File: src/rtl/red_pitaya_trigger_pulse_pkg.sv
// Shared types and constants for the trigger pulse generator: FSM encoding,
// register offsets and register reset defaults.
package red_pitaya_trigger_pulse_pkg;

   typedef enum logic [2:0] {
      ST_IDLE    = 3'd0,
      ST_DELAY   = 3'd1,
      ST_PULSE   = 3'd2,
      ST_HOLDOFF = 3'd3,
      ST_GAP     = 3'd4
   } state_t;

   localparam logic [15:0] OFF_ARM     = 16'h0100;
   localparam logic [15:0] OFF_AUTO    = 16'h0104;
   localparam logic [15:0] OFF_DELAY   = 16'h0108;
   localparam logic [15:0] OFF_WIDTH   = 16'h010C;
   localparam logic [15:0] OFF_HOLDOFF = 16'h0110;
   localparam logic [15:0] OFF_LVL_LO  = 16'h0114;
   localparam logic [15:0] OFF_LVL_HI  = 16'h0118;
   localparam logic [15:0] OFF_BURST_N = 16'h011C;
   localparam logic [15:0] OFF_PERIOD  = 16'h0120;
   localparam logic [15:0] OFF_CTR_LO  = 16'h015C;
   localparam logic [15:0] OFF_CTR_HI  = 16'h0160;
   localparam logic [15:0] OFF_TS_LO   = 16'h0164;
   localparam logic [15:0] OFF_TS_HI   = 16'h0168;
   localparam logic [15:0] OFF_MISSED  = 16'h016C;
   localparam logic [15:0] OFF_CNTBITS = 16'h0220;

   localparam int LEVEL_LOW_RST  = 0;
   localparam int LEVEL_HIGH_RST = 'h1FFF;
   localparam int WIDTH_RST      = 1;

endpackage

File: src/rtl/red_pitaya_trigger_pulse_cnt.sv
// Load/decrement down-counter with zero flag, shared by every timed FSM state
// of the trigger pulse generator.
module red_pitaya_trigger_pulse_cnt
   import red_pitaya_trigger_pulse_pkg::*;
#(
   parameter int CNTBITS = 32
) (
   input  logic               clk_i,
   input  logic               rst_i,
   input  logic               load,
   input  logic [CNTBITS-1:0] load_val,
   input  logic               dec,
   output logic               zero
);

   localparam logic [CNTBITS-1:0] ONE = CNTBITS'(1);

   logic [CNTBITS-1:0] cnt_q;

   always_ff @(posedge clk_i or posedge rst_i) begin
      if (rst_i) begin
         cnt_q <= '0;
      end else if (load) begin
         cnt_q <= load_val;
      end else if (dec && !zero) begin
         cnt_q <= cnt_q - ONE;
      end
   end

   assign zero = (cnt_q == '0);

endmodule

File: src/rtl/red_pitaya_trigger_pulse_gen.sv
// Trigger-to-pulse generator: armed rising edge on trig_i produces a delayed,
// programmable-width level pulse on dat_o. Optional burst mode: TRIG_PULSE_BURST_EN.
module red_pitaya_trigger_pulse_gen
   import red_pitaya_trigger_pulse_pkg::*;
#(
   parameter int CNTBITS    = 32,
   parameter int SIGNALBITS = 14
) (
   input  logic                         clk_i,
   input  logic                         rst_i,
   input  logic                         trig_i,
   output logic signed [SIGNALBITS-1:0] dat_o,
   output logic                         trig_o,
   output logic                         busy_o,
   input  logic [15:0]                  addr,
   input  logic                         wen,
   input  logic                         ren,
   output logic                         ack,
   output logic [31:0]                  rdata,
   input  logic [31:0]                  wdata
);

   localparam logic [CNTBITS-1:0] ONE = CNTBITS'(1);

   state_t state_q, state_d;

   logic trig_q, trig_edge;
   logic armed_q, arm_wr, fire, hold_done;
   logic in_pulse_q, ts_pend_q, ts_capture;
   logic missed_clr, missed_inc;

   logic                         auto_rearm_r;
   logic [CNTBITS-1:0]           delay_r, width_r, holdoff_r;
   logic signed [SIGNALBITS-1:0] level_low_r, level_high_r;

   logic [CNTBITS-1:0]           width_m1_s, holdoff_s;
   logic signed [SIGNALBITS-1:0] level_low_s, level_high_s;

   logic               cnt_load, cnt_dec, cnt_zero;
   logic [CNTBITS-1:0] cnt_val;

   logic [63:0] ctr_q, ts_q;
   logic [31:0] missed_q, rd_mux;

`ifdef TRIG_PULSE_BURST_EN
   logic [CNTBITS-1:0] burst_n_r, period_r, period_s, rem_q;
   logic               gap_enter;
`endif

   assign trig_edge  = trig_i & ~trig_q;
   assign arm_wr     = wen && (addr == OFF_ARM);
   assign missed_clr = wen && (addr == OFF_MISSED);
   assign missed_inc = trig_edge && !fire;
   assign busy_o     = (state_q != ST_IDLE);
   assign ts_capture = (state_q == ST_PULSE) && !in_pulse_q && ts_pend_q;

   red_pitaya_trigger_pulse_cnt #(
      .CNTBITS (CNTBITS)
   ) u_cnt (
      .clk_i    (clk_i),
      .rst_i    (rst_i),
      .load     (cnt_load),
      .load_val (cnt_val),
      .dec      (cnt_dec),
      .zero     (cnt_zero)
   );

   always_comb begin
      state_d   = state_q;
      cnt_load  = 1'b0;
      cnt_dec   = 1'b0;
      cnt_val   = '0;
      fire      = 1'b0;
      hold_done = 1'b0;
`ifdef TRIG_PULSE_BURST_EN
      gap_enter = 1'b0;
`endif
      case (state_q)
         ST_IDLE: begin
            if (trig_edge && armed_q) begin
               fire     = 1'b1;
               state_d  = ST_DELAY;
               cnt_load = 1'b1;
               cnt_val  = delay_r;
            end
         end
         ST_DELAY: begin
            if (cnt_zero) begin
               state_d  = ST_PULSE;
               cnt_load = 1'b1;
               cnt_val  = width_m1_s;
            end else begin
               cnt_dec = 1'b1;
            end
         end
         ST_PULSE: begin
            if (cnt_zero) begin
               state_d  = ST_HOLDOFF;
               cnt_load = 1'b1;
               cnt_val  = holdoff_s;
`ifdef TRIG_PULSE_BURST_EN
               if (rem_q > ONE) begin
                  state_d   = ST_GAP;
                  cnt_val   = period_s;
                  gap_enter = 1'b1;
               end
`endif
            end else begin
               cnt_dec = 1'b1;
            end
         end
         ST_HOLDOFF: begin
            if (cnt_zero) begin
               state_d   = ST_IDLE;
               hold_done = 1'b1;
            end else begin
               cnt_dec = 1'b1;
            end
         end
`ifdef TRIG_PULSE_BURST_EN
         ST_GAP: begin
            if (cnt_zero) begin
               state_d  = ST_PULSE;
               cnt_load = 1'b1;
               cnt_val  = width_m1_s;
            end else begin
               cnt_dec = 1'b1;
            end
         end
`endif
         default: state_d = ST_IDLE;
      endcase
   end

   always_ff @(posedge clk_i or posedge rst_i) begin
      if (rst_i) begin
         state_q    <= ST_IDLE;
         trig_q     <= 1'b0;
         armed_q    <= 1'b0;
         in_pulse_q <= 1'b0;
         ts_pend_q  <= 1'b0;
         trig_o     <= 1'b0;
         dat_o      <= '0;
         ctr_q      <= '0;
         ts_q       <= '0;
         missed_q   <= '0;
      end else begin
         state_q    <= state_d;
         trig_q     <= trig_i;
         in_pulse_q <= (state_q == ST_PULSE);
         trig_o     <= (state_q == ST_PULSE) && !in_pulse_q;
         ctr_q      <= ctr_q + 64'd1;

         // Idle output follows the live register; a running shot keeps its snapshot.
         if (state_q == ST_PULSE) begin
            dat_o <= level_high_s;
         end else if (state_q == ST_IDLE) begin
            dat_o <= level_low_r;
         end else begin
            dat_o <= level_low_s;
         end

         if (arm_wr) begin
            armed_q <= 1'b1;
         end else if (fire) begin
            armed_q <= 1'b0;
         end else if (hold_done) begin
            armed_q <= auto_rearm_r | armed_q;
         end

         if (fire) begin
            ts_pend_q <= 1'b1;
         end else if (ts_capture) begin
            ts_pend_q <= 1'b0;
         end
         if (ts_capture) begin
            ts_q <= ctr_q;
         end

         if (missed_clr) begin
            missed_q <= '0;
         end else if (missed_inc && (missed_q != '1)) begin
            missed_q <= missed_q + 32'd1;
         end
      end
   end

   always_ff @(posedge clk_i or posedge rst_i) begin
      if (rst_i) begin
         width_m1_s   <= '0;
         holdoff_s    <= '0;
         level_low_s  <= '0;
         level_high_s <= '0;
`ifdef TRIG_PULSE_BURST_EN
         period_s     <= '0;
         rem_q        <= '0;
`endif
      end else if (fire) begin
         width_m1_s   <= (width_r == '0) ? '0 : width_r - ONE;
         holdoff_s    <= holdoff_r;
         level_low_s  <= level_low_r;
         level_high_s <= level_high_r;
`ifdef TRIG_PULSE_BURST_EN
         period_s     <= period_r;
         rem_q        <= (burst_n_r == '0) ? ONE : burst_n_r;
      end else if (gap_enter) begin
         rem_q        <= rem_q - ONE;
`endif
      end
   end

   always_ff @(posedge clk_i or posedge rst_i) begin
      if (rst_i) begin
         auto_rearm_r <= 1'b0;
         delay_r      <= '0;
         width_r      <= CNTBITS'(WIDTH_RST);
         holdoff_r    <= '0;
         level_low_r  <= SIGNALBITS'(LEVEL_LOW_RST);
         level_high_r <= SIGNALBITS'(LEVEL_HIGH_RST);
`ifdef TRIG_PULSE_BURST_EN
         burst_n_r    <= '0;
         period_r     <= '0;
`endif
      end else if (wen) begin
         case (addr)
            OFF_AUTO:    auto_rearm_r <= wdata[0];
            OFF_DELAY:   delay_r      <= wdata[CNTBITS-1:0];
            OFF_WIDTH:   width_r      <= wdata[CNTBITS-1:0];
            OFF_HOLDOFF: holdoff_r    <= wdata[CNTBITS-1:0];
            OFF_LVL_LO:  level_low_r  <= wdata[SIGNALBITS-1:0];
            OFF_LVL_HI:  level_high_r <= wdata[SIGNALBITS-1:0];
`ifdef TRIG_PULSE_BURST_EN
            OFF_BURST_N: burst_n_r    <= wdata[CNTBITS-1:0];
            OFF_PERIOD:  period_r     <= wdata[CNTBITS-1:0];
`endif
            default: ;
         endcase
      end
   end

   always_comb begin
      rd_mux = '0;
      case (addr)
         OFF_ARM:     rd_mux = {30'd0, busy_o, armed_q};
         OFF_AUTO:    rd_mux = {31'd0, auto_rearm_r};
         OFF_DELAY:   rd_mux[CNTBITS-1:0] = delay_r;
         OFF_WIDTH:   rd_mux[CNTBITS-1:0] = width_r;
         OFF_HOLDOFF: rd_mux[CNTBITS-1:0] = holdoff_r;
         OFF_LVL_LO:  rd_mux[SIGNALBITS-1:0] = level_low_r;
         OFF_LVL_HI:  rd_mux[SIGNALBITS-1:0] = level_high_r;
`ifdef TRIG_PULSE_BURST_EN
         OFF_BURST_N: rd_mux[CNTBITS-1:0] = burst_n_r;
         OFF_PERIOD:  rd_mux[CNTBITS-1:0] = period_r;
`endif
         OFF_CTR_LO:  rd_mux = ctr_q[31:0];
         OFF_CTR_HI:  rd_mux = ctr_q[63:32];
         OFF_TS_LO:   rd_mux = ts_q[31:0];
         OFF_TS_HI:   rd_mux = ts_q[63:32];
         OFF_MISSED:  rd_mux = missed_q;
         OFF_CNTBITS: rd_mux = 32'(CNTBITS);
         default:     rd_mux = '0;
      endcase
   end

   always_ff @(posedge clk_i or posedge rst_i) begin
      if (rst_i) begin
         ack   <= 1'b0;
         rdata <= '0;
      end else begin
         ack <= wen | ren;
         if (ren) begin
            rdata <= rd_mux;
         end
      end
   end

endmodule

File: config.mk
export PLATFORM = sky130hd
export DESIGN_NAME = red_pitaya_trigger_pulse_gen
export DESIGN_NICKNAME = d
export VERILOG_FILES = /design/src/rtl/red_pitaya_trigger_pulse_pkg.sv /design/src/rtl/red_pitaya_trigger_pulse_cnt.sv /design/src/rtl/red_pitaya_trigger_pulse_gen.sv
export SDC_FILE = /design/constraint.sdc
export NUM_CORES = 1
export LEC_CHECK = 0
export ABC_CLOCK_PERIOD_IN_PS = 12780
export BUFFER_PORTS_ARGS = -buffer_cell sky130_fd_sc_hd__buf_2
export CAP_MARGIN = 20
export CORE_ASPECT_RATIO = 1.25
export CORE_MARGIN = 2
export CORE_UTILIZATION = 56
export CTS_CLUSTER_DIAMETER = 40
export DETAILED_ROUTE_END_ITERATION = 10
export PLACE_DENSITY = 0.77
export SYNTH_ARGS = -nofsm -noshare
export SYNTH_HDL_FRONTEND = slang
export SYNTH_SLANG_ARGS = --single-unit
export TNS_END_PERCENT = 100
File: constraint.sdc
create_clock -name clk_i -period 12.78 [get_ports clk_i]
set_input_delay 0 -clock clk_i [delete_from_list [all_inputs] [get_ports clk_i]]
set_output_delay 0 -clock clk_i [all_outputs]
set_load 0.1 [all_outputs]
==> results.toml <==
[placed_design]
buffers_on_ports = 101
post-place-ws_ns = 9.28
routability_congestion_estimate_from_global_placement = 0.970
detailedPlacementHpwl_um = 45200

[setup_path]
setup.worst_path.start_class = "flop"
crit_required_ns = 13.17
cp-end-kind = "flop"
r2r-start = "u_cnt.cnt_q[22]"
cp.arrival_ns = 4.06
critical_path_peak_fanout = 60
criticalPathCategory = "flop to flop"
worst-r2r-cell-count = 6
ff_to_ff_setup_slack_ns = 9.11
rr_endpoint = "u_cnt.cnt_q[22]"

[logic_synthesis]
synthesis.nets = 2102
synth.top_cells.by_area = "dfrtp_1, mux2_2, nand2_1"
synth_top_area_share = 0.508
asyncSetResetFlopFracSynth = 1.00
synthDistinctLibCells = 73
synth_seq_cells = 463
yosys_warnings = 0
syn-mean-instance-area_um2 = 10.8
synth_area_um2 = 22100
synth_cells = 2039
dominantRegCellSynth = "dfrtp_1"
post-synth-top-area-cell = "dfrtp_1"
synth-edff-count = 0
synth.yosys.seq_area_share = 0.525

[sta]
fin_setup_tns_ns = 0
final.min_clock_period_ns = 3.67
worst_pin_slew_ns = 1.10
finalCritPeriodShare = 0.287
clock_skew_ns = 0.0144
final.hold.worst_slack_ns = 0.0749
max_clock_freq_ghz = 0.273
timing_max_transition_violations_final = 0
relSlewSlack = 0.267
layout_setup_ws_ns = 9.11
rsz0062_at_grt = "false"
setup-violations-final = 0
hold_viol_final = 0

[floorplan]
die_width_um = 182
start_util = 0.567
core_area_um2 = 39000
die_y_um = 226
number_of_standard_cell_rows_in_the_floorplan = 81
fp.dieArea_um2 = 41100
number_of_top_level_pins = 102

[global_route]
vias_in_the_first_global_route = 17000
global_route.overflow_total = 0
grt_max_degree = 176
wire_length_of_the_first_global_routing_pass_um = 101000
antenna_found_initial = 4
grt.total_usage = 0.322

[routing]
route.detailed.vias_per_inst = 6.48
drt_first_iter_violations = 1847
post_drt_wl_per_cell_um = 24.3
drtPass1Iterations = 8
vias = 17400
drc_errors = 0
routed_wl_um = 65400
ant_nets = 0

[final_layout]
layout-area-overhead-vs-synth_pct = 13.8
share_of_final_layout_standard_cells_stronger_than_drive_strength_1 = 0.211
ff_latch_area_um2 = 11600
design.final.nets = 2211
layout.core_utilization = 0.645
fillCellCount = 2940
area_of_the_multi_input_gates_um2 = 9990

[pwr]
pwr_density_cell_nw_per_um2 = 144
total_leakage_power_nw = 11.7
max-vdd-ir-drop_v = 0.0000951
totalPowerFinal_mw = 3.63

[clocking]
clk_pin_slew_worst_paths_ns = 0.07
cts_buffers = 49
setup_fix_bufs_post_cts = 0
cts.repair.resized = 0
clockBufferDepth = 3
clock_insertion_delay_worst_skew_ns = 0.57
cts_sinks = 463
htree_levels = 2
clock_tree.root_cell = "clkbuf_16"
tritoncts = "built"

[hold_path]
min_path_type = "primary input to flop"
cells_on_worst_hold_path = 6
hp-start = "addr[12]"
worst_hold_end = "armed_q"

[run_status]
outcome = "complete, no violations"

[job]
count_of_maximum_capacitance_violations = 0
kinds of logic (layout without fill, tap and decap cells):
kind of cell    count (synthesis)  after routing  synth area share
buf+inv                       138            285            0.0264
simple gates                  719            719             0.162
flops                         463            463             0.525
compound gates                365            365             0.123
other cells                     0              3                 0
xor+xnor                      141            141            0.0559
fa+ha+maj                      10             10           0.00566
mux                           203            203             0.102
area by class of cell:
class | instances | share of cell area
Clock inverter | 24 | 0.0105
Tap cell | 498 | 0.0248
Inverter | 23 | 0.00358
Sequential cell | 463 | 0.461
Antenna cell | 3 | 0.000298
Clock buffer | 65 | 0.0556
Multi-Input combinational cell | 1438 | 0.397
Timing Repair Buffer | 173 | 0.0468
critical path, stage by stage (launching register included):
cell and delay [ns]:
dfrtp_1 0.40, nor4_1 0.59, nor4b_2 0.60, nand4_1 0.58, o31a_2 0.85, a221oi_1 0.39
a21oi_1 0.08
per-layer routing:
metal  up-vias  wire [µm]  global-route usage
li1       7635          -                   -
met1      8768      25700               0.431
met2       851      31100               0.523
met3       168       5840              0.0576
met4         2       2740               0.131
met5         -         14                   0
synth_stat cells (15+ instances only):
cell type,instances
mux2i_1,18
buf_2,28
nand3_1,60
nor4_1,30
inv_1,23
o21ai_0,36
a22oi_1,95
mux2_2,183
xor2_1,49
clkbuf_1,70
nor2_1,103
dfrtp_1,449
or3_1,15
a21oi_1,46
nand2_1,318
xnor2_1,92
a221oi_1,45
nand4_1,37
o31ai_1,16
and3_1,18
nor3_1,41
a22o_1,62
timing repair:
item / CTS / global route
hold buffers: 38 / 0
endpoints found under the hold margin: 300 / 0
setup endpoints to repair: 0 / 0
flip-flops by register name, indices dropped and copies added, names as in the netlist, 32 cells and up:
signal	flops
ts_q	64
width_r	32
missed_q	32
rdata	32
ctr_q	64
delay_r	32
width_m1_s	32
holdoff_s	32
u_cnt.cnt_q	32
holdoff_r	32
power by group:
| group | total, mW | internal, mW | leakage (nW) | switching, mW |
|---|---|---|---|---|
| clock network | 1.45 | 0.841 | 0.814 | 0.613 |
| registers | 1.67 | 1.57 | 6.29 | 0.101 |
| logic | 0.507 | 0.178 | 4.64 | 0.329 |
| total | 3.63 | 2.59 | 11.7 | 1.04 |
stage by stage:
step / std cells / cell area (µm²)
finish: 2687 / 25200
CTS: 2681 / 25100
detailed placement: 2554 / 23100
global placement: 2553 / 23100
global route: 2685 / 25200
floorplan: 2039 / 22100
cells in the final DEF, fill, tap and decap left out, types with 40 or more instances in the layout:
cell       synthesis  final
a21oi_1           46     46
a221oi_1          45     45
a22o_1            62     62
a22oi_1           95     95
buf_2             28    101
clkbuf_16          0     50
dfrtp_1          449    449
mux2_2           183    183
nand2_1          318    317
nand3_1           60     59
nor2_1           103    102
nor3_1            41     40
xnor2_1           92     92
xor2_1            49     49
worst max-delay path by stage:
stage | start | endpoint | cells past startpoint | slack, ns
3_5_place_dp | u_cnt.cnt_q[22] | u_cnt.cnt_q[22] | 6 | 9.28
6_report | u_cnt.cnt_q[22] | u_cnt.cnt_q[22] | 6 | 9.11
2_1_floorplan | rst_i | ack | 1 | 6.52
5_1_grt | u_cnt.cnt_q[22] | u_cnt.cnt_q[18] | 6 | 8.84
4_1_cts | u_cnt.cnt_q[22] | u_cnt.cnt_q[10] | 6 | 9.24
3_3_place_gp | u_cnt.cnt_q[22] | u_cnt.cnt_q[14] | 6 | 9.41
(Power assumes the default switching activity.)
